--- src/rtl/reaction_pkg.sv ---
// Shared definitions for the reaction-timer controller and datapath.
// The state encoding doubles as the 2-bit datapath command.
package reaction_pkg;

    typedef enum logic [1:0] {
        S_IDLE    = 2'd0,
        S_DELAY   = 2'd1,
        S_TIMING  = 2'd2,
        S_DISPLAY = 2'd3
    } state_e;

    // Default millisecond constants (1 kHz clock, 1 cycle = 1 ms)
    localparam int TIMEOUT_MS_DEF  = 999;
    localparam int HOLD_MS_DEF     = 500;
    localparam int DEBOUNCE_MS_DEF = 20;
    localparam int SYNC_STAGES_DEF = 2;

    // Button lanes
    localparam int NUM_KEYS  = 2;
    localparam int KEY_START = 0;
    localparam int KEY_STOP  = 1;

    function automatic int max2(input int a, input int b);
        return (a > b) ? a : b;
    endfunction

endpackage

--- src/rtl/reaction_ctrl_if.sv ---
// Key / datapath bundle between the reaction controller and its environment.
// master drives the raw keys and the datapath flag; slave is the controller.
interface reaction_ctrl_if;

    logic       StartN;
    logic       StopN;
    logic       Flag;
    logic [1:0] state;
    logic       Timeout;
    logic       FalseStart;
    logic       Busy;

    modport master (
        output StartN, StopN, Flag,
        input  state, Timeout, FalseStart, Busy
    );

    modport slave (
        input  StartN, StopN, Flag,
        output state, Timeout, FalseStart, Busy
    );

endinterface

--- src/rtl/reaction_ctrl_btn_cond.sv ---
// Pushbutton conditioner: synchronizer, rising-edge detect, debounce lockout.
// press is registered, so pin-to-press latency is SYNC_STAGES+1 cycles.
module btn_cond #(
    parameter int SYNC_STAGES = 2,
    parameter int DEBOUNCE_MS = 20
) (
    input  logic clk,
    input  logic rst,
    input  logic key_n,
    output logic press
);

    localparam int LW = $clog2(DEBOUNCE_MS + 1);

    logic [SYNC_STAGES-1:0] sync;
    logic                   prev;
    logic [LW-1:0]          lock;
    logic                   rise;
    logic                   accept;

    assign rise   = sync[SYNC_STAGES-1] & ~prev;
    assign accept = rise && (lock == '0);

    // Synchronize the inverted key and register the accepted edge as a pulse
    always_ff @(posedge clk) begin
        if (rst) begin
            sync  <= '0;
            prev  <= 1'b0;
            press <= 1'b0;
        end else begin
            sync  <= {sync[SYNC_STAGES-2:0], ~key_n};
            prev  <= sync[SYNC_STAGES-1];
            press <= accept;
        end
    end

    // Lockout window: edges are ignored for DEBOUNCE_MS cycles after a press
    always_ff @(posedge clk) begin
        if (rst)
            lock <= '0;
        else if (accept)
            lock <= LW'(DEBOUNCE_MS);
        else if (lock != '0)
            lock <= lock - LW'(1);
    end

endmodule

--- src/rtl/reaction_ctrl.sv ---
// Reaction-timer sequencing controller: IDLE -> DELAY -> TIMING -> DISPLAY.
// Optional feature macro: REACTION_FALSE_START_EN (Stop during DELAY aborts
// the run and raises FalseStart; when undefined Stop is ignored in DELAY).
module reaction_ctrl
    import reaction_pkg::*;
#(
    parameter int TIMEOUT_MS  = TIMEOUT_MS_DEF,
    parameter int HOLD_MS     = HOLD_MS_DEF,
    parameter int DEBOUNCE_MS = DEBOUNCE_MS_DEF,
    parameter int SYNC_STAGES = SYNC_STAGES_DEF
) (
    input  logic           Clock,
    input  logic           Reset,
    reaction_ctrl_if.slave bus
);

    localparam int CW = $clog2(max2(TIMEOUT_MS, HOLD_MS) + 1);

    logic [NUM_KEYS-1:0] key_n;
    logic [NUM_KEYS-1:0] press;
    logic                start_press;
    logic                stop_press;

    state_e        state_q, state_d;
    logic [CW-1:0] elapsed_q, elapsed_d, elapsed_inc;
    logic [CW-1:0] hold_q, hold_d, hold_inc;
    logic          to_q, to_d;
    logic          fs_q, fs_d;
    logic          busy_q;

    assign key_n       = {bus.StopN, bus.StartN};
    assign start_press = press[KEY_START];
    assign stop_press  = press[KEY_STOP];

    for (genvar k = 0; k < NUM_KEYS; k++) begin : g_key
        btn_cond #(
            .SYNC_STAGES (SYNC_STAGES),
            .DEBOUNCE_MS (DEBOUNCE_MS)
        ) u_btn (
            .clk   (Clock),
            .rst   (Reset),
            .key_n (key_n[k]),
            .press (press[k])
        );
    end

    // Saturating increments; the incremented value equals the number of
    // cycles spent in the state including the current one, so TIMING lasts
    // exactly TIMEOUT_MS cycles and DISPLAY at least HOLD_MS cycles.
    assign elapsed_inc = (elapsed_q == '1) ? elapsed_q : elapsed_q + CW'(1);
    assign hold_inc    = (hold_q == '1)    ? hold_q    : hold_q + CW'(1);

    // Next-state, counter and flag logic
    always_comb begin
        state_d   = state_q;
        to_d      = to_q;
        fs_d      = fs_q;
        elapsed_d = (state_q == S_TIMING)  ? elapsed_inc : elapsed_q;
        hold_d    = (state_q == S_DISPLAY) ? hold_inc    : hold_q;

        case (state_q)
            S_IDLE: begin
                if (start_press) begin
                    state_d = S_DELAY;
                    to_d    = 1'b0;
                    fs_d    = 1'b0;
                end
            end
            S_DELAY: begin
                // Flag has priority; a coincident Stop pulse is simply dropped
                if (bus.Flag) begin
                    state_d = S_TIMING;
                end
`ifdef REACTION_FALSE_START_EN
                else if (stop_press) begin
                    state_d = S_IDLE;
                    fs_d    = 1'b1;
                end
`else
                // Stop is ignored here; only Flag leaves DELAY
`endif
            end
            S_TIMING: begin
                if (stop_press) begin
                    state_d = S_DISPLAY;
                end else if (elapsed_inc >= CW'(TIMEOUT_MS)) begin
                    state_d = S_DISPLAY;
                    to_d    = 1'b1;
                end
            end
            S_DISPLAY: begin
                // Early Start presses fall through and are lost
                if (start_press && (hold_inc >= CW'(HOLD_MS)))
                    state_d = S_IDLE;
            end
        endcase

        if ((state_d == S_TIMING) && (state_q != S_TIMING))
            elapsed_d = '0;
        if ((state_d == S_DISPLAY) && (state_q != S_DISPLAY))
            hold_d = '0;
    end

    // State, counters and registered outputs
    always_ff @(posedge Clock) begin
        if (Reset) begin
            state_q   <= S_IDLE;
            elapsed_q <= '0;
            hold_q    <= '0;
            to_q      <= 1'b0;
            fs_q      <= 1'b0;
            busy_q    <= 1'b0;
        end else begin
            state_q   <= state_d;
            elapsed_q <= elapsed_d;
            hold_q    <= hold_d;
            to_q      <= to_d;
            fs_q      <= fs_d;
            busy_q    <= (state_d == S_DELAY) || (state_d == S_TIMING);
        end
    end

    assign bus.state      = state_q;
    assign bus.Timeout    = to_q;
    assign bus.FalseStart = fs_q;
    assign bus.Busy       = busy_q;

endmodule

--- src/flat_wrapper.sv ---
// flat-port wrapper written by rule: the top's interface ports become plain ports
module reaction_ctrl_flat import reaction_pkg::*;
#(
    parameter int TIMEOUT_MS  = TIMEOUT_MS_DEF,
    parameter int HOLD_MS     = HOLD_MS_DEF,
    parameter int DEBOUNCE_MS = DEBOUNCE_MS_DEF,
    parameter int SYNC_STAGES = SYNC_STAGES_DEF
)
  (Clock, Reset, bus_StartN, bus_StopN, bus_Flag, bus_state, bus_Timeout, bus_FalseStart, bus_Busy);
  reaction_ctrl_if bus_i ();
  input  logic Clock;
  input  logic Reset;
  input wire logic [$bits(bus_i.StartN)-1:0] bus_StartN;
  input wire logic [$bits(bus_i.StopN)-1:0] bus_StopN;
  input wire logic [$bits(bus_i.Flag)-1:0] bus_Flag;
  output wire logic [$bits(bus_i.state)-1:0] bus_state;
  output wire logic [$bits(bus_i.Timeout)-1:0] bus_Timeout;
  output wire logic [$bits(bus_i.FalseStart)-1:0] bus_FalseStart;
  output wire logic [$bits(bus_i.Busy)-1:0] bus_Busy;
  assign bus_i.StartN = bus_StartN;
  assign bus_i.StopN = bus_StopN;
  assign bus_i.Flag = bus_Flag;
  assign bus_state = bus_i.state;
  assign bus_Timeout = bus_i.Timeout;
  assign bus_FalseStart = bus_i.FalseStart;
  assign bus_Busy = bus_i.Busy;
  reaction_ctrl #(.TIMEOUT_MS(TIMEOUT_MS), .HOLD_MS(HOLD_MS), .DEBOUNCE_MS(DEBOUNCE_MS), .SYNC_STAGES(SYNC_STAGES)) u_core (.Clock(Clock), .Reset(Reset), .bus(bus_i));
endmodule
--- config.mk ---
export PLATFORM = sky130hd
export DESIGN_NAME = reaction_ctrl_flat
export DESIGN_NICKNAME = d
export VERILOG_FILES = /design/src/rtl/reaction_pkg.sv /design/src/rtl/reaction_ctrl_if.sv /design/src/rtl/reaction_ctrl_btn_cond.sv /design/src/rtl/reaction_ctrl.sv /design/src/flat_wrapper.sv
export SDC_FILE = /design/constraint.sdc
export NUM_CORES = 1
export LEC_CHECK = 0
export ABC_AREA = 1
export ABC_CLOCK_PERIOD_IN_PS = 2800
export CORE_MARGIN = 2
export CORE_UTILIZATION = 39
export CTS_BUF_LIST = sky130_fd_sc_hd__clkbuf_16
export DETAILED_ROUTE_END_ITERATION = 10
export PLACE_DENSITY = 0.52
export SETUP_SLACK_MARGIN = 0.3
export SLEW_MARGIN = 30
export SYNTH_ARGS = -nofsm -noshare
export SYNTH_HDL_FRONTEND = slang
export SYNTH_SLANG_ARGS = --single-unit
--- constraint.sdc ---
create_clock -name Clock -period 2.8 [get_ports Clock]
set_input_delay 0.42 -clock Clock [delete_from_list [all_inputs] [get_ports Clock]]
set_output_delay 0.42 -clock Clock [all_outputs]
set_load 0.005 [all_outputs]
After elaboration in Yosys (flattened, before gate mapping). Index checks and enable logic that the tools add are counted.

Register bits after elaboration: 42. Latch bits: 0. Bits in writable memories: 0. Bits in read-only memories: 0. Bits of input ports: 5. Output and inout bits: 5. Logic and storage cells: 75. Memories: 0.

$add $sub $neg: 4. Multipliers: 0. Divide/modulo/power cells: 0. $lt $le $gt $ge: 2. Equal/unequal tests: 13. Shift operators: 0. Multiplexer cells: 16. Bitwise logic cells: 6. Reductions and logical operators: 19.

Operators with widths (count): adder 10 x 1 -> 10 bit (second input constant) (2); equality test 10 bit (second input constant) (2); two-way mux 10 bit (2); two-way mux 5 bit (4); greater-or-equal comparator 10 bit (second input constant) (1); greater-or-equal comparator 10 x 9 -> 1 bit (second input constant) (1); logical NOT 5 bit (2); two-way mux 2 bit (5); inequality test 2 bit (second input constant) (5); nonzero test 5 bit (2); subtractor 5 x 1 -> 5 bit (second input constant) (2); equality test 2 bit (second input constant) (4); one-hot mux 2 bit (4 select lines) (1); OR reduction 2 bit (4); nonzero test 2 bit (3); logical AND 1 bit (5); equality test 2 x 1 -> 1 bit (second input constant) (2); inverter 1 bit (4); AND reduction 4 bit (1); two-way mux 1 bit (3); bitwise AND 1 bit (2); logical NOT 2 bit (1); one-hot mux 1 bit (2 select lines) (1); logical OR 1 bit (1).

Depth between registers and ports, before layout. Gate-level depths: netlist of run 1.

Word-level depth: 9. Mapped depth: 21.

Hierarchy. A second synthesis of run 1 with hierarchy kept.

Cells, all modules: 341. Area total of the unflattened synthesis: 2273.4 um^2.

By module, submodules not included: reaction_ctrl (times used 1, cells an instance 241, area an instance 1537.7 um^2, seq. area each 480.5 um^2); btn_cond (times used 2, cells an instance 50, area an instance 367.9 um^2, seq. area each 180.2 um^2).

Worst setup path before layout of run 1. Ideal clock, no wire load.

Path type: register -> register. Start point: register u_core.hold_q[0]. End point: register u_core.hold_q[4]. Library setup time: 57 ps. Arrival time: 2367 ps. Required time: 2743 ps. Slack: 377 ps. Stages on the path, launching flop included: 19. Buffers on the path: 0. Period minus slack after synthesis: 2423 ps. Cells stage by stage: dfxtp_1 ha_1 nand2_1 nor2_4 nand4_4 nand2_1 nand2_1 inv_1 nand3_1 nand2_1 nand2_1 o21ai_1 inv_1 ha_1 a21oi_1 inv_1 a21oi_1 o21ai_0 inv_1.

Word-level cells in the longest chain between the ends: 9. Elaborated cells between the ends (all ways): 10.

RTL lines: start, declared (line reaction_ctrl.sv:26) `logic [CW-1:0] hold_q, hold_d, hold_inc;`; start signal, assigned (line reaction_ctrl.sv:116) `hold_q <= hold_d;`; adder 10 x 1 -> 10 bit / equality test 10 bit (equally long branches) (line reaction_ctrl.sv:51) `assign hold_inc = (hold_q == '1) ? hold_q : hold_q + CW'(1);`; two-way mux 10 bit * (line reaction_ctrl.sv:51); greater-or-equal comparator 10 x 9 -> 1 bit * (line reaction_ctrl.sv:93) `if (start_press && (hold_inc >= CW'(HOLD_MS)))`; logical AND 1 bit * (line reaction_ctrl.sv:93); two-way mux 2 bit * (line reaction_ctrl.sv:93); one-hot mux 2 bit (4 select lines) * (line reaction_ctrl.sv:61) `case (state_q)`; via u_core.state_d[1] (line reaction_ctrl.sv:24) `state_e state_q, state_d;`; equality test 2 bit * (line reaction_ctrl.sv:100) `if ((state_d == S_DISPLAY) && (state_q != S_DISPLAY))`; logical AND 1 bit * (line reaction_ctrl.sv:100); OR reduction 2 bit (no source line) *.

Mark *: on every way through the listed nets, which the timed path passes. The rest lies on a longest branch. A chain may end at the register's enable or synchronous reset.

Worst setup path in the final report of run 1.
Start point: register u_core.hold_q[1]. End point: register u_core.hold_q[4].

Same word-level chain as after synthesis.

==> impl_results.rst, run 1 <==
.. list-table::
   :header-rows: 1

   * - Metric
     - Value
   * - Largest net degree at the start of global routing
     - 16
   * - Die area
     - 6466 um^2
   * - Drt total wl
     - 4918 um
   * - Max-capacitance violation count
     - 0
   * - Total DRC errors in the routed layout
     - 0
   * - Die X-Extent
     - 80.41 um
   * - Final routed wire length divided by cell count
     - 11.20 um
   * - Result of the run
     - finished clean
   * - Cell leakage power
     - 0.001315 uW
   * - Final setup viols
     - 0
   * - Antenna-violating nets left
     - 0
   * - Clock slew at the register clock pins of the worst setup and hold paths
     - 0.06 ns
   * - Initial antenna violation count
     - 0
   * - Cell area after technology mapping
     - 2277 um^2
   * - Global-route wire length before repair
     - 8438 um
   * - Peak supply drop
     - 411.5 uV
   * - Die Height
     - 80.41 um
   * - Worst EP required
     - 3.03 ns
   * - Ratio of cells with drive above 1 in the final layout
     - 20.71%
   * - Number of sinks driven by the clock tree
     - 42
   * - Number of ports placed on the die boundary
     - 10
   * - Number of distinct library cells after synthesis
     - 32
   * - Post-synthesis register bit count
     - 42
   * - Crit path kind
     - register to register
   * - Final estimated routing congestion in global placement
     - 0.8366
   * - Instance count of the mapped netlist
     - 339
   * - Clk pwr share
     - 40.0%
   * - Hold path cells
     - 2
   * - Number of nets produced by synthesis
     - 349
   * - Number of levels the H-tree was split into
     - 2
   * - Met3 track demand over resource
     - 4.494%
   * - Drt initial violations
     - 79
   * - Port bufs
     - 8
   * - Crit share post-route
     - 83.66%
   * - Switching part of the total
     - 28.10%
   * - Via count
     - 2105
   * - Floorplan row count
     - 27
   * - Final Hold Fails
     - 0
   * - Internal power component
     - 1358 uW
   * - Skew-Pair Late Insertion Delay
     - 0.28 ns
   * - Maximum net fanout on the critical path
     - 7
   * - Total grt overflow
     - 0
   * - Hpwl dp
     - 3427 um
   * - Unrepaired setup endpoints after global routing
     - no
   * - Num CTS Buffers
     - 5
   * - Power, Total
     - 1889 uW
   * - Number of nets in the layout
     - 376
   * - Length in cells of the worst reg-to-reg path
     - 19
   * - Synth warn
     - 0
   * - P per Cell Area
     - 656.0 nW/um^2
   * - Max Transition Viols Final
     - 0
   * - Critical path capture point type
     - register
   * - Portion of total power attributed to sequential cells
     - 38.0%
   * - Share of power burned in combinational logic
     - 22.0%
   * - Total negative setup slack
     - 0 ns
   * - Router iterations before antenna repair
     - 4
   * - Portion of the post-synthesis area used by sequential elements
     - 36.92%
   * - Final core utilization
     - 51.65%
   * - Total of hold buffers inserted after clock tree synthesis
     - 0
   * - Starting utilization of the core area
     - 40.85%
   * - NetSw
     - 530.6 uW
   * - Arrival time reported for the critical path endpoint
     - 2.57 ns
   * - Core Box Area
     - 5574 um^2
   * - Clock Tree Root
     - sky130_fd_sc_hd__clkbuf_16
   * - ANT cells
     - 0
   * - Vias in the first global route
     - 1990
   * - GR peak layer
     - met2
   * - Critical path launch point type
     - register
   * - Minimum clock period after layout
     - 2.342 ns
   * - Clock tree from TritonCTS
     - done
   * - Met1 layer usage reported by global route
     - 20.72%
   * - Clock tree buffer depth
     - 2
   * - Area growth from synthesis to final layout
     - 26.43%
   * - Synth Area per Inst
     - 6.717 um^2
   * - Highest clock rate
     - 426.9 MHz
   * - Total track usage
     - 16.56%
   * - Setup clock skew after layout
     - 0.004428 ns
   * - Ratio of routed vias to standard cells
     - 4.795
   * - Worst hold path type
     - register to register
   * - Met2 capacity usage during global routing
     - 27.08%
## repair_timing
item / in CTS / in global routing
pin swaps: 1 / 20
buffers inserted: 3 / 10
setup endpoints to repair: 5 / 10
gates cloned: 0 / 0
gates resized for setup: 5 / 41
## routing by layer
metal / vias up / share of wire [%]
met5: - / 0
met1: 963 / 48
li1: 1116 / -
met3: 7 / 2.5
met4: 0 / 1.5
met2: 19 / 48
## cells in the final DEF (no fill, tap or decap), types with 2 or more instances in the layout
master and n:
sky130_fd_sc_hd__ha_4 2, sky130_fd_sc_hd__o21ai_1 2, sky130_fd_sc_hd__a211oi_1 7, sky130_fd_sc_hd__nor3_1 2, sky130_fd_sc_hd__clkbuf_16 5, sky130_fd_sc_hd__nor2_4 3
sky130_fd_sc_hd__buf_4 15, sky130_fd_sc_hd__a21oi_1 16, sky130_fd_sc_hd__nor2_1 39, sky130_fd_sc_hd__dfxtp_4 4, sky130_fd_sc_hd__dfxtp_1 34, sky130_fd_sc_hd__nand2_2 10
sky130_fd_sc_hd__clkdlybuf4s50_1 8, sky130_fd_sc_hd__ha_1 2, sky130_fd_sc_hd__nor2_2 5, sky130_fd_sc_hd__bufinv_16 2, sky130_fd_sc_hd__o211ai_1 5, sky130_fd_sc_hd__o21ai_0 10
sky130_fd_sc_hd__nand2_1 74, sky130_fd_sc_hd__nand3_1 19, sky130_fd_sc_hd__inv_2 4, sky130_fd_sc_hd__inv_1 59, sky130_fd_sc_hd__nand3_2 6, sky130_fd_sc_hd__buf_6 2
sky130_fd_sc_hd__a21oi_2 2, sky130_fd_sc_hd__xor2_1 4, sky130_fd_sc_hd__or2_2 2, sky130_fd_sc_hd__nand4_1 6, sky130_fd_sc_hd__dfxtp_2 4
## stage by stage
stage               cell area (um^2)  std cells  hold WS [ns]  worst slack (ns)
global placement                2454        418        0.4073            0.1695
global route                    2879        439        0.4384            0.2577
CTS                             2679        429        0.4161            0.3080
finish                          2879        439        0.4122            0.4576
detailed placement              2454        418        0.4023            0.2036
floorplan                       2277        339        0.3883            0.3769
## worst max-delay path, stage by stage (launching register included)
cell                      delay (ns)
sky130_fd_sc_hd__dfxtp_4        0.37
sky130_fd_sc_hd__ha_4           0.15
sky130_fd_sc_hd__nand2_4        0.06
sky130_fd_sc_hd__nor2_4         0.16
sky130_fd_sc_hd__nand4_4        0.17
sky130_fd_sc_hd__nand2_2        0.11
sky130_fd_sc_hd__nand2_1        0.06
sky130_fd_sc_hd__inv_1          0.05
sky130_fd_sc_hd__nand3_1        0.07
sky130_fd_sc_hd__nand2_1        0.08
sky130_fd_sc_hd__nand2_2        0.08
sky130_fd_sc_hd__o21ai_2        0.16
sky130_fd_sc_hd__inv_1          0.07
sky130_fd_sc_hd__ha_2           0.17
sky130_fd_sc_hd__a21oi_2        0.13
sky130_fd_sc_hd__buf_6          0.15
sky130_fd_sc_hd__inv_2          0.04
sky130_fd_sc_hd__a21oi_2        0.08
sky130_fd_sc_hd__o21ai_1        0.07
sky130_fd_sc_hd__inv_1          0.05
## area by class of cell
cell class / instances / area, um^2
Timing Repair Buffer: 25 / 215.2
Clock inverter: 3 / 68.82
Fill cell: 582 / 2695
Sequential cell: 42 / 860.8
Tap cell: 72 / 90.09
Clock buffer: 5 / 125.1
Inverter: 64 / 240.2
Multi-Input combinational cell: 228 / 1279
## synthesized netlist by cell type (all sizes together)
library cell / n / area share [%]
ha: 5 / 2.7
clkbuf: 3 / 0.49
nand2: 85 / 14
clkinv: 1 / 0.16
nor2: 47 / 8.8
conb: 1 / 0.16
xor2: 5 / 2.3
nor3: 3 / 0.88
dfxtp: 42 / 37
buf: 2 / 0.55
a21oi: 18 / 4.0
inv: 63 / 10
or2: 2 / 0.55
nand3: 26 / 6.5
o21ai: 13 / 2.9
o211ai: 5 / 1.6
a311oi: 1 / 0.38
nor2b: 1 / 0.60
a211oi: 7 / 2.3
nand4: 7 / 2.6
o21bai: 1 / 0.49
xnor2: 1 / 0.38
## sequential cells by signal, indices dropped and copies added (netlist names)
| register | flops |
|---|---|
| u_core.g_key.u_btn.prev | 2 |
| u_core.bus.Busy | 1 |
| u_core.bus.Timeout | 1 |
| u_core.g_key.u_btn.lock | 10 |
| u_core.hold_q | 10 |
| u_core.g_key.u_btn.sync | 4 |
| u_core.bus.state | 2 |
| u_core.elapsed_q | 10 |
| u_core.g_key.u_btn.press | 2 |
## cell families after synthesis
| family | synth area share (%) |
|---|---|
| AO/OA/AOI/OAI | 11.65 |
| XOR/XNOR | 2.637 |
| adder cells (fa/ha/maj) | 2.747 |
| other | 0.1647 |
| buffers and inverters | 11.59 |
| flip-flops | 36.92 |
| AND/OR/NAND/NOR | 34.29 |
## power groups by stage
stage          clock network, uW  logic (uW)  registers [uW]
2_1_floorplan                  0         319             723
3_3_place_gp                   0         400             732
3_5_place_dp                   0         397             734
4_1_cts                      776         401             721
5_1_grt                      802         505             730
6_report                     756         415             718
## worst paths after layout
path | slack [ns] | endpoint | startpoint
setup / recovery | 0.46 | u_core.hold_q[4] | u_core.hold_q[1]
hold reg to reg | 0.41 | u_core.g_key[1].u_btn.sync[1] | u_core.g_key[1].u_btn.sync[0]
setup reg to reg | 0.46 | u_core.hold_q[4] | u_core.hold_q[1]
hold / removal | 0.41 | u_core.g_key[1].u_btn.sync[1] | u_core.g_key[1].u_btn.sync[0]
Power figures use the tool's default switching activity.
==> inputs of run 2 (changes only) <==
--- a/config.mk
+++ b/config.mk
@@ -6,7 +6,7 @@
 export NUM_CORES = 1
 export LEC_CHECK = 0
 export ABC_AREA = 1
-export ABC_CLOCK_PERIOD_IN_PS = 2800
+export ABC_CLOCK_PERIOD_IN_PS = 2400
 export CORE_MARGIN = 2
 export CORE_UTILIZATION = 39
 export CTS_BUF_LIST = sky130_fd_sc_hd__clkbuf_16
==> constraint.sdc (replaced) <==
create_clock -name Clock -period 2.4 [get_ports Clock]
set_input_delay 0.36 -clock Clock [delete_from_list [all_inputs] [get_ports Clock]]
set_output_delay 0.36 -clock Clock [all_outputs]
set_load 0.005 [all_outputs]
==> impl_results.rst, run 2 (synthesized netlist as in run 1, its figures left out) <==
.. list-table::
   :header-rows: 1

   * - Metric
     - Value
   * - Result of the run
     - finished clean (unchanged)
   * - Final worst-path setup slack
     - 0.1678 ns (was 0.4576 ns)
   * - ANT cells
     - 0 (unchanged)
   * - Die X-Extent
     - 80.41 um (unchanged)
   * - Die Height
     - 80.41 um (unchanged)
   * - Critical path launch point type
     - register (unchanged)
   * - Skew-Pair Late Insertion Delay
     - 0.28 ns (about the same)
   * - Core Box Area
     - 5574 um^2 (unchanged)
   * - Unrepaired setup endpoints after global routing
     - yes (was no)
   * - Global-route wire length before repair
     - 8321 um (was 8438 um)
   * - Ratio of cells with drive above 1 in the final layout
     - 21.98% (was 20.71%)
   * - Clock tree from TritonCTS
     - done (unchanged)
   * - Length in cells of the worst reg-to-reg path
     - 19 (unchanged)
   * - Critical path capture point type
     - register (unchanged)
   * - Clock Tree Root
     - sky130_fd_sc_hd__clkbuf_16 (unchanged)
   * - Max-capacitance violation count
     - 0 (unchanged)
   * - Worst EP required
     - 2.61 ns (was 3.03 ns)
   * - Total grt overflow
     - 0 (unchanged)
   * - P per Cell Area
     - 687.0 nW/um^2 (was 656.0 nW/um^2)
   * - Starting utilization of the core area
     - 40.85% (unchanged)
   * - Crit share post-route
     - 93.01% (was 83.66%)
   * - Flop2flop setup slack
     - 0.17 ns (was 0.46 ns)
   * - NetSw
     - 620.9 uW (was 530.6 uW)
   * - Cell Count, Final, Fillers Out
     - 445 (was 439)
   * - Internal power component
     - 1384 uW (was 1358 uW)
   * - Vias in the first global route
     - 1939 (was 1990)
   * - Final estimated routing congestion in global placement
     - 0.7895 (was 0.8366)
   * - Total DRC errors in the routed layout
     - 0 (unchanged)
   * - Number of nets in the layout
     - 382 (was 376)
   * - Final setup viols
     - 0 (unchanged)
   * - Arrival time reported for the critical path endpoint
     - 2.45 ns (was 2.57 ns)
   * - Total of hold buffers inserted after clock tree synthesis
     - 0 (unchanged)
   * - Crit path kind
     - register to register (unchanged)
   * - Hold path cells
     - 2 (unchanged)
   * - Most common cell after layout, fill and taps aside
     - sky130_fd_sc_hd__nand2_1 (unchanged)
   * - Highest clock rate
     - 448.0 MHz (was 426.9 MHz)
   * - Peak supply drop
     - 473.7 uV (was 411.5 uV)
   * - Router iterations before antenna repair
     - 4 (unchanged)
   * - Ratio of routed vias to standard cells
     - 4.634 (was 4.795)
   * - Antenna-violating nets left
     - 0 (unchanged)
   * - Switching part of the total
     - 30.96% (was 28.10%)
   * - Initial antenna violation count
     - 0 (unchanged)
   * - Worst Hold Launch
     - u_core.g_key[0].u_btn.sync[0] (was u_core.g_key[1].u_btn.sync[0])
   * - Worst hold path type
     - register to register (unchanged)
   * - Min Hold Slack
     - 0.4065 ns (was 0.4122 ns)
   * - Setup clock skew after layout
     - 0.005736 ns (was 0.004428 ns)
   * - Largest registers in the final layout
     - u_core.elapsed_q (10), u_core.g_key.u_btn.lock (10), u_core.hold_q (10) (unchanged)
   * - Setup slack at placement
     - -0.05313 ns (was 0.2036 ns)
   * - Endpoint of the most critical register-to-register path
     - u_core.hold_q[0] (was u_core.hold_q[4])
   * - Most frequent cells in the layout
     - sky130_fd_sc_hd__nand2_1, sky130_fd_sc_hd__inv_1, sky130_fd_sc_hd__nor2_1 (unchanged)
   * - Number of sinks driven by the clock tree
     - 42 (unchanged)
   * - Via count
     - 2062 (was 2105)
   * - Largest net degree at the start of global routing
     - 16 (unchanged)
   * - Drt total wl
     - 4788 um (was 4918 um)
   * - Area growth from synthesis to final layout
     - 28.19% (was 26.43%)
   * - Clk pwr share
     - 33.3% (was 40.0%)
   * - Min-Delay Endpoint
     - u_core.g_key[0].u_btn.sync[1] (was u_core.g_key[1].u_btn.sync[1])
   * - Floorplan row count
     - 27 (unchanged)
   * - Num CTS Buffers
     - 5 (unchanged)
   * - Clock slew at the register clock pins of the worst setup and hold paths
     - 0.06 ns (about the same)
   * - Die area
     - 6466 um^2 (unchanged)
   * - Minimum clock period after layout
     - 2.232 ns (was 2.342 ns)
   * - Hpwl dp
     - 3379 um (was 3427 um)
   * - Portion of total power attributed to sequential cells
     - 41.7% (was 38.0%)
   * - Final Hold Fails
     - 0 (unchanged)
   * - Total track usage
     - 16.49% (was 16.56%)
   * - Number of levels the H-tree was split into
     - 2 (unchanged)
   * - Max Transition Viols Final
     - 0 (unchanged)
   * - Final routed wire length divided by cell count
     - 10.76 um (was 11.20 um)
   * - Placed insts
     - 418 (unchanged)
   * - Port bufs
     - 8 (unchanged)
   * - Cell leakage power
     - 0.001330 uW (was 0.001315 uW)
   * - Clock tree buffer depth
     - 2 (unchanged)
   * - Share of power burned in combinational logic
     - 25.0% (was 22.0%)
   * - Maximum net fanout on the critical path
     - 7 (unchanged)
   * - Drt initial violations
     - 83 (was 79)
   * - Critical register-to-register path startpoint
     - u_core.hold_q[1] (unchanged)
   * - Number of ports placed on the die boundary
     - 10 (unchanged)
   * - Total negative setup slack
     - 0 ns (unchanged)
[run 2: changes by cell type in the layout (fill, tap and decap cells not counted), sizes merged]
cell / change
clkinvlp: +1
buf: +6
bufinv: -2
inv: +1
[run 2: cell type report]
class | instances | area (um^2)
clock buffer | 5 | 125.1
clock inverter | 3 | 20.02
fill | 592 | 2655
inverter | 64 | 242.7
multi-input combinational | 228 | 1321
sequential | 42 | 859.6
tap | 72 | 90.09
timing repair buffer | 31 | 260.3
[run 2: through the flow]
step                power [uW]  utilization, %  cell area [um^2]
finish                    2005           52.37              2919
global route              2164           52.37              2919
detailed placement        1321           45.03              2510
global placement          1318           45.03              2510
CTS                       2023           51.36              2863
floorplan                 1218               -              2333
[run 2: worst max-delay path: stages, from the launching register on]
cell and delay [ns]:
sky130_fd_sc_hd__dfxtp_4 0.36, sky130_fd_sc_hd__ha_4 0.14, sky130_fd_sc_hd__nand2_4 0.05, sky130_fd_sc_hd__nor2_4 0.13, sky130_fd_sc_hd__nand4_4 0.15, sky130_fd_sc_hd__nand2_2 0.11
sky130_fd_sc_hd__nand2_2 0.05, sky130_fd_sc_hd__inv_1 0.05, sky130_fd_sc_hd__nand3_1 0.07, sky130_fd_sc_hd__nand2_1 0.07, sky130_fd_sc_hd__nand2_2 0.07, sky130_fd_sc_hd__nand2_2 0.08
sky130_fd_sc_hd__nand2_2 0.05, sky130_fd_sc_hd__nand2_2 0.06, sky130_fd_sc_hd__inv_2 0.04, sky130_fd_sc_hd__ha_4 0.15, sky130_fd_sc_hd__a21oi_4 0.21, sky130_fd_sc_hd__inv_2 0.06
sky130_fd_sc_hd__buf_4 0.13, sky130_fd_sc_hd__a21oi_2 0.10
[run 2: worst max path at each step]
stage	from	to	slack, ns	cells after the start
after floorplan	u_core.hold_q[1]	u_core.hold_q[4]	0.28	20
after global placement	u_core.hold_q[1]	u_core.hold_q[4]	-0.06	18
after CTS	u_core.elapsed_q[1]	u_core.hold_q[4]	0.12	17
final	u_core.hold_q[1]	u_core.hold_q[0]	0.17	19
after global routing	u_core.hold_q[0]	u_core.hold_q[4]	-0.009	18
after detailed placement	u_core.hold_q[1]	u_core.hold_q[4]	-0.05	20
[run 2: power groups by stage]
stage / logic, uW / registers [uW] / clock network, uW
after global placement: 464 / 854 / 0
after detailed placement: 468 / 853 / 0
after floorplan: 375 / 843 / 0
after global routing: 601 / 850 / 714
after CTS: 499 / 837 / 687
final: 501 / 837 / 667
[run 2: what timing repair did]
item	CTS	global route
setup endpoints to repair	11	11
gates resized for setup	25	13
pin swaps	20	12
hold endpoints to repair	0	0
setup buffers	16	3
[run 2: routing by layer]
layer	wire length, um	up-vias	global-route usage, %	share of wire [%]
li1	-	1128	-	-
met1	2411	910	20.51	50
met2	2181	18	28.00	46
met3	125	6	3.708	2.6
met4	69	0	5.593	1.4
met5	0	-	0	0
==> inputs of run 3 (changes only) <==
--- a/config.mk
+++ b/config.mk
@@ -7,12 +7,13 @@
 export LEC_CHECK = 0
 export ABC_AREA = 1
 export ABC_CLOCK_PERIOD_IN_PS = 2400
+export CAP_MARGIN = 20
 export CORE_MARGIN = 2
 export CORE_UTILIZATION = 39
 export CTS_BUF_LIST = sky130_fd_sc_hd__clkbuf_16
 export DETAILED_ROUTE_END_ITERATION = 10
 export PLACE_DENSITY = 0.52
-export SETUP_SLACK_MARGIN = 0.3
+export SETUP_SLACK_MARGIN = 0.05
 export SLEW_MARGIN = 30
 export SYNTH_ARGS = -nofsm -noshare
 export SYNTH_HDL_FRONTEND = slang
==> impl_results.rst, run 3 (synthesized netlist as in run 1, its figures left out) <==
.. list-table::
   :header-rows: 1

   * - Metric
     - Value
   * - Most frequent cells in the layout
     - sky130_fd_sc_hd__nand2_1, sky130_fd_sc_hd__inv_1, sky130_fd_sc_hd__nor2_1 (unchanged)
   * - Final routed wire length divided by cell count
     - 10.87 um (was 10.76 um)
   * - Clock slew at the register clock pins of the worst setup and hold paths
     - 0.06 ns (about the same)
   * - Critical path launch point type
     - register (unchanged)
   * - Initial antenna violation count
     - 0 (unchanged)
   * - Total negative setup slack
     - 0 ns (unchanged)
   * - Ratio of routed vias to standard cells
     - 4.706 (was 4.634)
   * - Ratio of cells with drive above 1 in the final layout
     - 20.71% (was 21.98%)
   * - Total grt overflow
     - 0 (unchanged)
   * - Minimum clock period after layout
     - 2.289 ns (was 2.232 ns)
   * - Highest clock rate
     - 437.0 MHz (was 448.0 MHz)
   * - Floorplan row count
     - 27 (unchanged)
   * - Number of nets in the layout
     - 376 (was 382)
   * - Worst Hold Launch
     - u_core.g_key[0].u_btn.sync[0] (unchanged)
   * - P per Cell Area
     - 724.4 nW/um^2 (was 687.0 nW/um^2)
   * - Die X-Extent
     - 80.41 um (unchanged)
   * - Area growth from synthesis to final layout
     - 25.44% (was 28.19%)
   * - Drt total wl
     - 4772 um (was 4788 um)
   * - Antenna-violating nets left
     - 0 (unchanged)
   * - Crit path kind
     - register to register (unchanged)
   * - Vias in the first global route
     - 1970 (was 1939)
   * - Setup clock skew after layout
     - 0.005783 ns (was 0.005736 ns)
   * - Number of levels the H-tree was split into
     - 2 (unchanged)
   * - Starting utilization of the core area
     - 40.85% (unchanged)
   * - Port bufs
     - 8 (unchanged)
   * - Die Height
     - 80.41 um (unchanged)
   * - Final Hold Fails
     - 0 (unchanged)
   * - Via count
     - 2066 (was 2062)
   * - Crit. Startpoint
     - u_core.hold_q[1] (unchanged)
   * - Largest registers in the final layout
     - u_core.elapsed_q (10), u_core.g_key.u_btn.lock (10), u_core.hold_q (10) (unchanged)
   * - Number of ports placed on the die boundary
     - 10 (unchanged)
   * - Clock Tree Root
     - sky130_fd_sc_hd__clkbuf_16 (unchanged)
   * - Final estimated routing congestion in global placement
     - 0.8614 (was 0.7895)
   * - Most common cell after layout, fill and taps aside
     - sky130_fd_sc_hd__nand2_1 (unchanged)
   * - Total track usage
     - 16.12% (was 16.49%)
   * - Skew-Pair Late Insertion Delay
     - 0.28 ns (about the same)
   * - Arrival time reported for the critical path endpoint
     - 2.49 ns (was 2.45 ns)
   * - Critical register-to-register path startpoint
     - u_core.hold_q[1] (unchanged)
   * - Total of hold buffers inserted after clock tree synthesis
     - 0 (unchanged)
   * - Min Hold Slack
     - 0.4044 ns (was 0.4065 ns)
   * - Final core utilization
     - 51.25% (was 52.37%)
   * - ANT cells
     - 0 (unchanged)
   * - Total placed instance area
     - 2510 um^2 (unchanged)
   * - Post-route cell area
     - 2856 um^2 (was 2919 um^2)
   * - Critical path capture point type
     - register (unchanged)
   * - Final setup viols
     - 0 (unchanged)
   * - Router iterations before antenna repair
     - 4 (unchanged)
   * - Worst EP required
     - 2.60 ns (was 2.61 ns)
   * - Largest net degree at the start of global routing
     - 16 (unchanged)
   * - Hpwl dp
     - 3477 um (was 3379 um)
   * - Worst hold path type
     - register to register (unchanged)
   * - Unrepaired setup endpoints after global routing
     - yes (unchanged)
   * - Max-capacitance violation count
     - 0 (unchanged)
   * - Number of sinks driven by the clock tree
     - 42 (unchanged)
   * - Peak supply drop
     - 436.4 uV (was 473.7 uV)
   * - Drt initial violations
     - 68 (was 83)
   * - Power, Total
     - 2069 uW (was 2005 uW)
   * - Clock tree buffer depth
     - 2 (unchanged)
   * - Maximum net fanout on the critical path
     - 5 (was 7)
   * - Clock tree from TritonCTS
     - done (unchanged)
   * - Global-route wire length before repair
     - 8259 um (was 8321 um)
   * - Max Transition Viols Final
     - 0 (unchanged)
   * - Crit share post-route
     - 95.36% (was 93.01%)
   * - Cell leakage power
     - 0.001316 uW (was 0.001330 uW)
   * - Total DRC errors in the routed layout
     - 0 (unchanged)
   * - Num CTS Buffers
     - 5 (unchanged)
   * - Result of the run
     - finished clean (unchanged)
   * - Die area
     - 6466 um^2 (unchanged)
   * - Core Box Area
     - 5574 um^2 (unchanged)
run 3: changes by cell type in the layout (fill, tap and decap cells not counted), moves of 3 or more:
cell,previous run,this run
sky130_fd_sc_hd__buf_4,21,15
sky130_fd_sc_hd__dfxtp_2,3,8
sky130_fd_sc_hd__dfxtp_4,4,0
sky130_fd_sc_hd__inv_1,58,62
sky130_fd_sc_hd__nor2_1,40,37
sky130_fd_sc_hd__nor2_2,3,6
run 3: repair_timing:
item / in CTS / in global routing
buffers inserted: 2 / 4
endpoints found under the setup margin: 10 / 10
pin swaps: 4 / 19
gates resized for setup: 8 / 38
run 3: cell type report:
cell class,count,area [um^2]
clock buffers,5,125.1
flip-flops and latches,42,850.8
inverters,64,240.2
multi-input cells,228,1294
well taps,72,90.09
clock inverters,3,41.29
fillers,569,2718
repair buffers,25,215.2
run 3: power by group:
| part | internal, uW | switching, uW |
|---|---|---|
| Sequential | 787 | 53.1 |
| Combinational | 199 | 278 |
| Clock | 487 | 266 |
run 3: worst max-delay path, stage by stage (launching register included):
cell and delay, ns:
sky130_fd_sc_hd__dfxtp_2 0.35, sky130_fd_sc_hd__ha_4 0.16, sky130_fd_sc_hd__buf_4 0.12, sky130_fd_sc_hd__nand4_1 0.13
sky130_fd_sc_hd__nand2_1 0.09, sky130_fd_sc_hd__nand2_1 0.08, sky130_fd_sc_hd__o21ai_2 0.14, sky130_fd_sc_hd__nand3_1 0.09
sky130_fd_sc_hd__nand2_1 0.08, sky130_fd_sc_hd__nand2_2 0.06, sky130_fd_sc_hd__nand2_2 0.07, sky130_fd_sc_hd__nand2_2 0.04
sky130_fd_sc_hd__nand2_2 0.06, sky130_fd_sc_hd__inv_1 0.04, sky130_fd_sc_hd__ha_2 0.19, sky130_fd_sc_hd__a21oi_4 0.24
sky130_fd_sc_hd__o21ai_0 0.13, sky130_fd_sc_hd__a21oi_1 0.14
run 3: path summary, 6_finish.rpt:
check | to | slack (ns) | cells after the start
max | u_core.hold_q[8] | 0.11 | 17
min | u_core.g_key[0].u_btn.sync[1] | 0.40 | 2
max reg2reg | u_core.hold_q[8] | 0.11 | 17
min reg2reg | u_core.g_key[0].u_btn.sync[1] | 0.40 | 2
run 3: layer usage:
| metal | vias to the layer above | track usage, % | routed length (um) |
|---|---|---|---|
| met1 | 928 | 19.71 | 2305 |
| met2 | 23 | 27.92 | 2303 |
| met3 | 5 | 3.708 | 102 |
| li1 | 1110 | - | - |
| met5 | - | 0 | 0 |
| met4 | 0 | 5.085 | 61 |
run 3: metrics by stage:
| step | setup WS [ns] | cells |
|---|---|---|
| 3_3_place_gp | -0.0003240 | 425 |
| 3_5_place_dp | -0.05684 | 425 |
| 2_1_floorplan | 0.09963 | 339 |
| 5_1_grt | -0.05392 | 439 |
| 4_1_cts | 0.05188 | 435 |
| 6_report | 0.1114 | 439 |
